<file path="src/rtl/collatz_pkg.sv">
// Shared types and width helpers for the Collatz engine.
// Optional build macro: COLLATZ_SHORTCUT_EN (merges each odd step with the following halving).
package collatz_pkg;

  typedef enum logic [1:0] {
    IDLE,
    RUN,
    FIN
  } state_t;

  // 3n+1 needs two guard bits above the working width to expose overflow
  localparam int EXT_BITS = 2;

  function automatic int ext_w(input int w);
    return w + EXT_BITS;
  endfunction

  typedef struct packed {
    logic overflow;
    logic sat;
    logic zero_err;
  } flags_t;

endpackage

</file>
<file path="src/rtl/collatz_step.sv">
// Combinational Collatz successor: n/2 or 3n+1, with guard-bit overflow detection.
// Optional build macro: COLLATZ_SHORTCUT_EN (odd step yields (3n+1)/2 and counts two steps).
module collatz_step
  import collatz_pkg::*;
#(
  parameter int WIDTH = 32
) (
  input  logic [WIDTH-1:0] n,
  output logic [WIDTH-1:0] next_n,
  output logic [WIDTH-1:0] peak_cand,
  output logic             odd,
  output logic             ovf,
  output logic [1:0]       step_inc
);

  localparam int TW = ext_w(WIDTH);

  logic [TW-1:0] t;

  always_comb begin
    t         = ({2'b00, n} << 1) + {2'b00, n} + TW'(1);
    odd       = n[0];
    ovf       = odd && (t[TW-1:WIDTH] != '0);
    peak_cand = t[WIDTH-1:0];
    next_n    = n >> 1;
    step_inc  = 2'd1;
    if (odd) begin
`ifdef COLLATZ_SHORTCUT_EN
      // 3n+1 of an odd n is always even, so the halving can be folded in
      next_n   = t[WIDTH:1];
      step_inc = 2'd2;
`else
      next_n   = t[WIDTH-1:0];
`endif
    end
  end

endmodule

</file>
<file path="src/rtl/collatz_engine.sv">
// Collatz sequence engine: FSM, step counter, peak tracker and start/done handshake.
// Optional build macro: COLLATZ_SHORTCUT_EN (selects the two-steps-per-odd-cycle datapath).
module collatz_engine
  import collatz_pkg::*;
#(
  parameter int WIDTH  = 32,
  parameter int STEP_W = 16
) (
  input  logic              clk,
  input  logic              rst,
  input  logic              start,
  input  logic [WIDTH-1:0]  seed,
  output logic              ready,
  output logic              busy,
  output logic              done,
  output logic [STEP_W-1:0] steps,
  output logic [WIDTH-1:0]  peak,
  output logic              overflow,
  output logic              sat,
  output logic              zero_err
);

  localparam logic [STEP_W-1:0] STEP_MAX = '1;

  state_t           state;
  flags_t           flags;
  logic [WIDTH-1:0] n;

  logic [WIDTH-1:0] next_n;
  logic [WIDTH-1:0] peak_cand;
  logic             odd;
  logic             ovf;
  logic [1:0]       step_inc;

  function automatic logic step_would_sat(input logic [STEP_W-1:0] s, input logic [1:0] inc);
    return ({1'b0, s} + (STEP_W + 1)'(inc)) > {1'b0, STEP_MAX};
  endfunction

  function automatic logic [WIDTH-1:0] max_w(input logic [WIDTH-1:0] a, input logic [WIDTH-1:0] b);
    return (a > b) ? a : b;
  endfunction

  collatz_step #(
    .WIDTH(WIDTH)
  ) u_step (
    .n        (n),
    .next_n   (next_n),
    .peak_cand(peak_cand),
    .odd      (odd),
    .ovf      (ovf),
    .step_inc (step_inc)
  );

  always_ff @(posedge clk) begin
    if (rst) begin
      state <= IDLE;
      ready <= 1'b1;
      busy  <= 1'b0;
      done  <= 1'b0;
      steps <= '0;
      peak  <= '0;
      flags <= '0;
    end else begin
      case (state)
        IDLE: begin
          done <= 1'b0;
          if (start) begin
            n     <= seed;
            peak  <= seed;
            steps <= '0;
            ready <= 1'b0;
            busy  <= 1'b1;
            if (seed == '0) begin
              flags <= '{overflow: 1'b0, sat: 1'b0, zero_err: 1'b1};
              state <= FIN;
              done  <= 1'b1;
            end else begin
              flags <= '0;
              state <= RUN;
            end
          end
        end
        RUN: begin
          if (n == WIDTH'(1)) begin
            state <= FIN;
            done  <= 1'b1;
          end else if (ovf) begin
            flags.overflow <= 1'b1;
            state          <= FIN;
            done           <= 1'b1;
          end else if (step_would_sat(steps, step_inc)) begin
            flags.sat <= 1'b1;
            state     <= FIN;
            done      <= 1'b1;
          end else begin
            n     <= next_n;
            steps <= steps + STEP_W'(step_inc);
            if (odd) peak <= max_w(peak, peak_cand);
          end
        end
        FIN: begin
          done  <= 1'b0;
          ready <= 1'b1;
          busy  <= 1'b0;
          state <= IDLE;
        end
        default: begin
          done  <= 1'b0;
          ready <= 1'b1;
          busy  <= 1'b0;
          state <= IDLE;
        end
      endcase
    end
  end

  assign overflow = flags.overflow;
  assign sat      = flags.sat;
  assign zero_err = flags.zero_err;

endmodule
</file>
<file path="config.mk">
export PLATFORM = sky130hd
export DESIGN_NAME = collatz_engine
export DESIGN_NICKNAME = d
export VERILOG_FILES = /design/src/rtl/collatz_pkg.sv /design/src/rtl/collatz_step.sv /design/src/rtl/collatz_engine.sv
export SDC_FILE = /design/constraint.sdc
export NUM_CORES = 1
export LEC_CHECK = 0
export BUFFER_PORTS_ARGS = -buffer_cell sky130_fd_sc_hd__buf_2
export CORE_ASPECT_RATIO = 1.5
export CORE_MARGIN = 2
export CORE_UTILIZATION = 55
export DETAILED_ROUTE_END_ITERATION = 16
export PLACE_DENSITY = 0.84
export SETUP_SLACK_MARGIN = 0.5
export SYNTH_ARGS = -nofsm -noshare
export SYNTH_HDL_FRONTEND = slang
export SYNTH_SLANG_ARGS = --single-unit
</file>
<file path="constraint.sdc">
create_clock -name clk -period 12.9 [get_ports clk]
set_input_delay 3.87 -clock clk [delete_from_list [all_inputs] [get_ports clk]]
set_output_delay 3.87 -clock clk [all_outputs]
set_load 0.01 [all_outputs]
</file>
==> run summary <==
Yosys mapped a number of flops with a built-in enable equal to 32. The tightest min-delay check is of the reg -> reg type. The first TritonRoute pass finished after 5 iterations.

The signal on the critical path passes through ha_1 > o211ai_1 > nand2_1 > a21oi_1 > a21oi_1 > a311o_1 > and3_1 > a211oi_1 > inv_1 > ha_1 > nand4_1 > nor4_1 > nand3_1 > a41oi_1 > o31ai_1 > a211oi_4 > buf_4 > mux2i_1 > nor2_1. The synthesized netlist net count was 1031. Cells with a size suffix above 1 make up 12.6% of the layout.

The post-route minimum period was 6.58 ns. Of the available clock period, the critical path in the final layout requires 51.0%. The register cell area after layout was 0.00208 mm²; the footprint of the multi-input gates was 0.00478 mm². Counting flops and latches in the post-synthesis netlist gives 88.

Count of cells resized by post-cts repair: 0. TritonCTS built the clock tree. The wire length of the first global-routing pass was 35100 µm. After detailed routing, the average wire length per cell comes to 19.3 µm. The routed design uses 1490 µm of met3 wire. The detailed router placed 7336 vias in this run. Combinational logic is responsible for 41.7% of the overall power. Summed over all nets, wire length on met2 after detailed routing comes to 11200 µm.

The clock latency of the later-clocked register in the worst-skew pair came out at 0.35 ns. For the combined area of all synthesized cells, the log shows 0.00727 mm². The gate family responsible for the most delay along the worst path was compound AO/OA/AOI/OAI gates. Cell type contributing the most total cell area after synthesis: sky130_fd_sc_hd__dfxtp_1. The launching element type of the critical path was a flop.

The tools report the startpoint of the tightest hold check path as ready$_SDFFE_PP1P_. After synthesis, the largest area contributor takes up 15.4% of total cell area. The detailed-route vias per instance was 6.45; the number of antenna violations at the first check in global routing was 0. The share of total power dissipated in sequential elements is 32.7%. From left edge to right edge, the die measures 97.9 µm. The largest clock skew in the final design is 0.00880 ns, and the number of hold buffers added after CTS is 0. Setup violations remaining at the end of the flow were counted as 0.

Entering global routing, the biggest net connects 53 pins. The number of filler cells placed in the layout is 1157. The most used flip-flop cell after synthesis was sky130_fd_sc_hd__dfxtp_1.

The total number of yosys warnings was 0; the count of buffering cells on the critical path with inverters included was 2. In this run, the clock network consumes 25.6% of the power. In the global route stage, overall resource usage came out at 30.6%.

Of the total power, the share spent switching nets is 40.8%. For this run, the share of the core covered by cells in the final layout is 62.5%. The number of H-tree levels was 3; the post-DP HPWL was 16500 µm. The startpoint identified for the worst register-to-register timing path is n[0]$_DFFE_PP_. For this configuration, the core starts out at a cell density of 56.1%. The path type of the worst setup path was reg -> reg. The tools report the number of max-slew violations in the final report as 0. For the final routed database, the setup TNS stands at 0 ns.

The logs give 0 for the final global-route overflow total and 514 for the detailed router's first-iteration violation count. The power spent charging and discharging nets came out at 438 µW. The flow ran to the end, and the final reports show no timing, DRC or antenna violations.

The final routed wirelength across all metal layers was 21900 µm; the post-route met1 wirelength was 8210 µm. For this design the static power due to leakage is 0.00369 µW. The internal power of the cells totals 637 µW. The total area inside the core boundary comes to 0.0130 mm². The logs give 88 for the number of sinks driven by the clock tree and 13.11 ns for the data required time of the critical path. Across the VDD grid, the largest voltage drop is 0.0779 mV.

Setup repair after global routing left no endpoint under its margin. Yosys mapped the design onto 68 distinct sky130hd cell types. Max-capacitance violation count: 0. From bottom edge to top edge, the die measures 145 µm. The remaining design rule violation count was 0; the maximum fanout along the worst path was 42.

STA classifies the critical path endpoint as a flop. In this run the tool buffered the top-level ports with 88 buffer cells. At the pin with the least slew margin, the transition time is 1.17 ns.

Sorting the synthesized cells by area gives the leading types as sky130_fd_sc_hd__dfxtp_1 15%, sky130_fd_sc_hd__ha_1 14%, sky130_fd_sc_hd__edfxtp_1 13%, sky130_fd_sc_hd__a21oi_1 6.1%, sky130_fd_sc_hd__nand2_1 5.0%. TritonCTS created 9 clock buffers. The run gives 0 as the number of buffers added for setup after CTS. The run gives 21.7% as the relative slew slack. The last weighted congestion value of the routability-driven placer came out at 0.977.

The synthesized netlist cell count was 911. The logs give 28.6% for the fraction of the yosys area taken by sequential cells and 1093 for the final net count. The logs give 7045 for the via count of the first global-routing pass and 2 for the clock tree buffer depth. The root buffer cell chosen for the clock tree is sky130_fd_sc_hd__clkbuf_16. The floorplan step defined a die boundary enclosing 0.0142 mm². The tools report the number of ports placed on the die boundary as 89. Highest metal layer used by the detailed router: met4.

The clock slew at the register clock pins of the worst setup and hold paths works out to 0.07 ns. Data arrives at the worst endpoint at 6.79 ns. The maximum cell stage delay along the critical path is 0.74 ns, and the final antenna diode count is 0. Tracing the worst setup path back leads to its startpoint at n[0]$_DFFE_PP_. From synthesis to final layout, the design area changed by 11.3%.

The achievable clock frequency is 152 MHz. The cell with the largest stage delay on the worst path was sky130_fd_sc_hd__a211oi_4. The final hold violation count is 0.

For this run, asynchronously set or reset flops after synthesis account for 0%. The run gives 0 as the post-route antenna net violation count. The mean instance size in the synthesized netlist works out to 7.98 µm². Areal power density over the cells: 133 mW/mm². The tools report the number of placement rows as 51.
## per-layer routing
layer / vias to the layer above / global-route usage [%]
li1: 3470 / -
met1: 3473 / 34.5
met2: 312 / 55.8
met3: 81 / 5.43
met4: 0 / 14.7
met5: - / 0
## worst reg2reg max path, delay by kind of cell, from the launching register on
kind	cells	cell delay, ns
and+or+nand+nor	6	1.46
adders and majority gates	2	0.60
buffers and inverters	2	0.62
muxes	1	0.29
AOI/OAI and AO/OA	8	2.88
DFF	1	0.59
## worst paths after layout
path                               end  slack, ns  depth (start not counted)
setup / recovery  peak[3]$_SDFFE_PP0P_       6.32                         19
hold reg to reg     ready$_SDFFE_PP1P_       0.44                          2
hold / removal      ready$_SDFFE_PP1P_       0.44                          2
setup reg to reg  peak[3]$_SDFFE_PP0P_       6.32                         19
## cell families after synthesis
logic type,Yosys count,share of synthesized area (%)
XOR/XNOR,31,3.73
buffers and inverters,109,5.92
flip-flops,88,28.6
multiplexers,14,1.93
AND/OR/NAND/NOR,296,19.0
AO/OA/AOI/OAI,288,26.1
adder cells (fa/ha/maj),85,14.7
## Yosys cell counts (3+ instances only)
library cell	count
sky130_fd_sc_hd__clkbuf_1	24
sky130_fd_sc_hd__o21bai_1	7
sky130_fd_sc_hd__o32ai_1	3
sky130_fd_sc_hd__nand2b_1	7
sky130_fd_sc_hd__o211a_1	17
sky130_fd_sc_hd__o21ai_1	7
sky130_fd_sc_hd__inv_1	66
sky130_fd_sc_hd__mux2i_1	14
sky130_fd_sc_hd__a21boi_0	5
sky130_fd_sc_hd__dfxtp_1	56
sky130_fd_sc_hd__ha_1	84
sky130_fd_sc_hd__a211oi_1	9
sky130_fd_sc_hd__a311oi_1	11
sky130_fd_sc_hd__nand3_1	20
sky130_fd_sc_hd__or4_1	7
sky130_fd_sc_hd__buf_2	11
sky130_fd_sc_hd__o211ai_1	30
sky130_fd_sc_hd__o2111ai_1	3
sky130_fd_sc_hd__o21ai_0	60
sky130_fd_sc_hd__xnor2_1	21
sky130_fd_sc_hd__buf_1	6
sky130_fd_sc_hd__o21a_1	8
sky130_fd_sc_hd__nor3_1	9
sky130_fd_sc_hd__o22ai_1	3
sky130_fd_sc_hd__nand4_1	28
sky130_fd_sc_hd__o31ai_1	3
sky130_fd_sc_hd__nand2_1	96
sky130_fd_sc_hd__xor2_1	10
sky130_fd_sc_hd__nor4_1	12
sky130_fd_sc_hd__nor2_1	88
sky130_fd_sc_hd__nor2b_1	3
sky130_fd_sc_hd__or3_1	5
sky130_fd_sc_hd__edfxtp_1	32
sky130_fd_sc_hd__and3_1	10
sky130_fd_sc_hd__a21oi_2	3
sky130_fd_sc_hd__a21o_1	5
sky130_fd_sc_hd__a21oi_1	88
## power groups by stage
| stage | combinational [µW] | clock, µW | sequential (µW) |
|---|---|---|---|
| 3_5_place_dp | 435 | 0 | 357 |
| 5_1_grt | 496 | 285 | 355 |
| 3_3_place_gp | 428 | 0 | 357 |
| 4_1_cts | 442 | 273 | 351 |
| 2_1_floorplan | 310 | 0 | 356 |
| 6_report | 448 | 275 | 352 |
## placed cells by master (no fill, tap or decap), types with 11 or more instances in the layout
master and count:
sky130_fd_sc_hd__edfxtp_1 32, sky130_fd_sc_hd__ha_1 84, sky130_fd_sc_hd__o211a_1 17, sky130_fd_sc_hd__nor4_1 12, sky130_fd_sc_hd__buf_2 88, sky130_fd_sc_hd__nand2_1 96, sky130_fd_sc_hd__a21oi_1 88, sky130_fd_sc_hd__dfxtp_1 56
sky130_fd_sc_hd__nor2_1 87, sky130_fd_sc_hd__nand4_1 28, sky130_fd_sc_hd__nand3_1 20, sky130_fd_sc_hd__o211ai_1 30, sky130_fd_sc_hd__a311oi_1 11, sky130_fd_sc_hd__mux2i_1 14, sky130_fd_sc_hd__xnor2_1 21, sky130_fd_sc_hd__o21ai_0 60
sky130_fd_sc_hd__inv_1 66
## sequential cells by signal, indices dropped and copies added, names as in the netlist, 2 cells and up, named ones only
| signal | count |
|---|---|
| peak | 32 |
| n | 31 |
| steps | 16 |
| state | 2 |
## per-stage QoR
step                      worst slack (ns)  instances  instance area (µm²)  hold slack [ns]  power (µW)
after detailed placement              6.48       1121                 7790            0.435         793
after floorplan                       5.90        911                 7270            0.467         666
final                                 6.32       1137                 8100            0.443        1080
after CTS                             6.45       1137                 8100            0.447        1070
after global routing                  5.84       1137                 8100            0.478        1140
after global placement                6.80       1121                 7790            0.443         785
## layout make-up
class / instances / share of cell area (%)
clock inverters: 5 / 0.510
repair buffers: 94 / 6.00
flip-flops and latches: 88 / 25.7
multi-input cells: 714 / 59.0
well taps: 159 / 2.46
clock buffers: 11 / 3.26
inverters: 66 / 3.06
Note: power is estimated with default switching activity, not from simulation.
